File: config.mk
export PLATFORM = sky130hd
export DESIGN_NAME = veerwolf_sw_debounce
export DESIGN_NICKNAME = d
export VERILOG_FILES = /design/src/rtl/veerwolf_sw_debounce.sv
export SDC_FILE = /design/constraint.sdc
export NUM_CORES = 1
export LEC_CHECK = 0
export ABC_CLOCK_PERIOD_IN_PS = 2600
export BUFFER_PORTS_ARGS = -buffer_cell sky130_fd_sc_hd__clkbuf_2
export CAP_MARGIN = 20
export CORE_UTILIZATION = 40
export CTS_CLUSTER_SIZE = 24
export DETAILED_ROUTE_END_ITERATION = 6
export PLACE_DENSITY = 0.52
export SLEW_MARGIN = 40
export SYNTH_ARGS = -nofsm -noshare
export SYNTH_HDL_FRONTEND = slang
export SYNTH_SLANG_ARGS = --single-unit
File: constraint.sdc
create_clock -name clk -period 2.6 [get_ports clk]
set_input_delay 0.52 -clock clk [delete_from_list [all_inputs] [get_ports clk]]
set_output_delay 0.52 -clock clk [all_outputs]
set_load 0.1 [all_outputs]
File: src/rtl/veerwolf_sw_debounce.sv
// Switch input conditioner: 2-FF synchroniser, per-channel debounce counters,
// rise/fall strobes and a sticky change-event mask with a valid/ready handshake.
module veerwolf_sw_debounce #(
  parameter int WIDTH           = 16,
  parameter int DEBOUNCE_CYCLES = 500000
) (
  input  logic             clk,
  input  logic             rstn,
  input  logic [WIDTH-1:0] i_sw,
  output logic [WIDTH-1:0] o_sw,
  output logic [WIDTH-1:0] o_rise,
  output logic [WIDTH-1:0] o_fall,
  output logic             o_evt_valid,
  output logic [WIDTH-1:0] o_evt_mask,
  input  logic             i_evt_ready
);

  localparam int            CW      = $clog2(DEBOUNCE_CYCLES + 1);
  localparam logic [CW-1:0] CNT_MAX = CW'(DEBOUNCE_CYCLES - 1);
  localparam logic [CW-1:0] CNT_ONE = CW'(1);

  logic [WIDTH-1:0]         sync_r_q,  sync_r_d;
  logic [WIDTH-1:0]         sync_2r_q, sync_2r_d;
  logic [WIDTH-1:0][CW-1:0] cnt_q,     cnt_d;
  logic [WIDTH-1:0]         sw_q,      sw_d;
  logic [WIDTH-1:0]         rise_q,    rise_d;
  logic [WIDTH-1:0]         fall_q,    fall_d;
  logic [WIDTH-1:0]         evt_mask_q, evt_mask_d;
  logic                     evt_valid_q, evt_valid_d;
  logic [WIDTH-1:0]         new_evt;
  logic                     evt_accept;

  // A channel commits only after CNT_MAX+1 consecutive mismatching samples;
  // any matching sample restarts the count, so bounces never leak through.
  always_comb begin
    sync_r_d  = i_sw;
    sync_2r_d = sync_r_q;
    cnt_d     = cnt_q;
    sw_d      = sw_q;
    rise_d    = '0;
    fall_d    = '0;
    for (int i = 0; i < WIDTH; i++) begin
      if (sync_2r_q[i] == sw_q[i]) begin
        cnt_d[i] = '0;
      end else if (cnt_q[i] == CNT_MAX) begin
        sw_d[i]   = sync_2r_q[i];
        cnt_d[i]  = '0;
        rise_d[i] = sync_2r_q[i];
        fall_d[i] = ~sync_2r_q[i];
      end else begin
        cnt_d[i] = cnt_q[i] + CNT_ONE;
      end
    end
  end

  // Changes committing on the accept edge reload the mask, so none are lost.
  always_comb begin
    new_evt     = rise_d | fall_d;
    evt_accept  = evt_valid_q & i_evt_ready;
    evt_mask_d  = evt_accept ? new_evt : (evt_mask_q | new_evt);
    evt_valid_d = |evt_mask_d;
  end

  always_ff @(posedge clk or negedge rstn) begin
    if (!rstn) begin
      sync_r_q    <= '0;
      sync_2r_q   <= '0;
      cnt_q       <= '0;
      sw_q        <= '0;
      rise_q      <= '0;
      fall_q      <= '0;
      evt_mask_q  <= '0;
      evt_valid_q <= 1'b0;
    end else begin
      sync_r_q    <= sync_r_d;
      sync_2r_q   <= sync_2r_d;
      cnt_q       <= cnt_d;
      sw_q        <= sw_d;
      rise_q      <= rise_d;
      fall_q      <= fall_d;
      evt_mask_q  <= evt_mask_d;
      evt_valid_q <= evt_valid_d;
    end
  end

  assign o_sw        = sw_q;
  assign o_rise      = rise_q;
  assign o_fall      = fall_q;
  assign o_evt_mask  = evt_mask_q;
  assign o_evt_valid = evt_valid_q;

endmodule

==> flow_summary.json <==
{
  "status": "finished clean",
  "grt_pass1_wl_mm": 58.9,
  "place_ws_ps": 295,
  "maxCapViolations": 0,
  "syn-num-nets": 1720,
  "synth_edf_count": 0,
  "io_pins": 84,
  "fin_skew_ps": 16.6,
  "numCtsBuffers": 46,
  "drive_gt1_share_pct": 11.2,
  "required_ps": 3040,
  "crit_path_end_kind": "flop",
  "power_density_mw_per_mm2": 646,
  "h-tree-depth": 2,
  "place_hpwl_mm": 22.6,
  "netlist_area_mm2": 0.0178,
  "clockBufferDepth": 3,
  "syn_avg_cell_area_um2": 10.6,
  "seqCellArea_mm2": 0.0100,
  "cts_num_sinks": 401,
  "drt-initial-drc-count": 702,
  "root_buffer": "clkbuf_16",
  "design_area_mm2": 0.0205,
  "post_cts.repair.setup_buffers": 0,
  "setup-violations-final": 0,
  "post-route-min-period_ps": 2260,
  "synth-seq-area-share_pct": 56.4,
  "layout.nets": 1846,
  "slew_violations": 0,
  "clk_pin_slew_ps": 60,
  "grt_max_degree": 78,
  "fp-row-count": 76,
  "fin_hold_ws_ps": 50.3,
  "rsz0062_at_grt": "no",
  "synthArstFlopShare_pct": 100,
  "postRouteAntennaNets": 0,
  "irDropWorstVdd_uv": 487,
  "clock_latency_ps": 570,
  "crit_type": "reg -> reg",
  "place_congestion": 0.757,
  "p_leak_nw": 9.10,
  "start_kind": "flop",
  "ys_types": 50,
  "numPortBuffers": 83,
  "fillerInstances": 4124,
  "critPathArrivalTime_ps": 2700,
  "hold_violations": 0,
  "cp_max_fo": 4,
  "tns_ps": 0,
  "ys_warn_count": 0,
  "fin_crit_sh_pct": 86.8,
  "first_pass_iters": 4,
  "ys_ff_latch": 401,
  "routedWlPerCell_um": 13.9,
  "die_x_um": 213,
  "min_path_type": "in -> reg",
  "relSlewSlack_pct": 53.9,
  "grt_pass1_vias": 11900,
  "fin_util_pct": 47.1,
  "core-area_mm2": 0.0435,
  "vias": 11900,
  "area_growth_pct": 15.0,
  "initial_utilization_pct": 40.9,
  "timing.fmax_ghz": 0.443,
  "worstMarginPinSlew_ps": 686,
  "grt_use_total_pct": 15.8,
  "routed_wl_mm": 33.7,
  "vias_per_cell": 4.90,
  "drc_errors": 0,
  "fp.dieArea_mm2": 0.0453,
  "synth_ff_type": "dfrtp_1",
  "dieHeight_um": 213,
  "n_antenna_cell": 0,
  "fin_ws_ps": 342,
  "multi_input_area_mm2": 0.00743,
  "antenna_found_initial": 0,
  "dpl-instance-area_mm2": 0.0190,
  "cts_tree": "done",
  "overflow": 0,
  "synth_cells": 1685
}
==> worst paths after layout <==
path	from	endpoint	slack, ps	depth (start not counted)
setup / recovery	cnt_q[19]	o_evt_valid	340	8
hold / removal	i_sw[13]	sync_2r_d[13]	50	1
setup reg to reg	cnt_q[19]	o_evt_valid	340	8
hold reg to reg	sync_2r_d[14]	sync_2r_q[14]	340	0
max in group asynchronous	rstn	cnt_q[163]	1380	3
min in group asynchronous	rstn	cnt_q[35]	450	2
==> placed cells by master, fill, tap and decap left out, types with 10 or more instances in the layout <==
cell and instances:
dfrtp_1 401, nor2_1 356, xor2_1 172, nand2_1 128
xnor2_1 109, nand3_1 104, clkbuf_2 82, nand4_1 56
clkbuf_16 46, and3_1 41, nor3b_1 35, inv_1 32
and4_1 29, nor3_1 22, nor4_1 20, buf_4 17
ha_1 16, o21ai_0 15, mux2_2 15, nand2b_1 11
clkinv_2 11, nor4b_1 10, clkbuf_1 10
==> per-layer routing <==
| metal | vias up | GRT usage, % | wire length (µm) |
|---|---|---|---|
| met1 | 5774 | 22.6 | 16900 |
| met5 | - | 0 | 0 |
| met3 | 46 | 3.44 | 1350 |
| met2 | 140 | 24.2 | 14800 |
| met4 | 0 | 4.29 | 647 |
| li1 | 5950 | - | - |
==> per-stage QoR <==
stage / total power, mW / cells
floorplan: 6.78 / 1685
global placement: 7.04 / 2347
detailed placement: 7.05 / 2347
CTS: 13.5 / 2430
global route: 13.8 / 2430
finish: 13.2 / 2430
==> layout make-up <==
type                       instances  area share [%]
multi-input combinational       1224            36.3
clock buffer                      63            6.28
sequential                       401            49.1
tap                              585            3.58
inverter                          32           0.587
timing repair buffer             106            3.24
clock inverter                    19           0.948
==> flip-flops by register name (all words and copies together) (netlist names) <==
name         flops
cnt_q          304
sync_2r_d       16
o_rise          16
o_evt_mask      16
o_fall          16
o_evt_valid      1
sync_2r_q       16
o_sw            16
==> critical path: stages (launching register included) <==
cell      delay [ps]
dfrtp_1          400
ha_1             240
and4_1           240
and4b_1          210
a32oi_1          290
nand4b_1         180
nor4_1           340
buf_4            190
nand3_1           60
==> Yosys cell counts (all sizes together) (10+ instances only) <==
cell	n	area share [%]
nor2	356	7.5
and4	30	1.5
xnor2	109	5.4
xor2	172	8.5
mux2	16	1.0
clkbuf	10	0.21
o21ai	17	0.50
nand2	133	2.9
nor3b	35	1.5
and3	41	1.4
inv	32	0.68
ha	16	1.1
nand4	57	2.0
buf	18	0.94
nand3	104	2.9
nor4b	10	0.49
nor3	22	0.62
nand2b	12	0.44
nor4	22	0.84
dfrtp	401	56
==> timing repair <==
action | 4_1_cts | 5_1_grt
hold buffers | 1 | 0
resized for setup | 0 | 0
endpoints found under the hold margin | 35 | 0
==> cells by family after synthesis <==
family | after synthesis | share of synthesized area (%)
compound gates | 35 | 1.19
xor+xnor | 281 | 13.8
simple gates | 876 | 24.6
buf+inv | 60 | 1.83
fa+ha+maj | 16 | 1.13
flops | 401 | 56.4
mux | 16 | 1.03
==> where the power goes <==
| part | leakage [nW] | total (mW) | internal, mW | switching (mW) |
|---|---|---|---|---|
| sequential | 5.49 | 6.42 | 6.34 | 0.0850 |
| combinational | 2.88 | 0.488 | 0.130 | 0.358 |
| clock | 0.731 | 6.30 | 3.76 | 2.54 |
| total | 9.10 | 13.2 | 10.2 | 2.99 |
(Power assumes the default switching activity.)
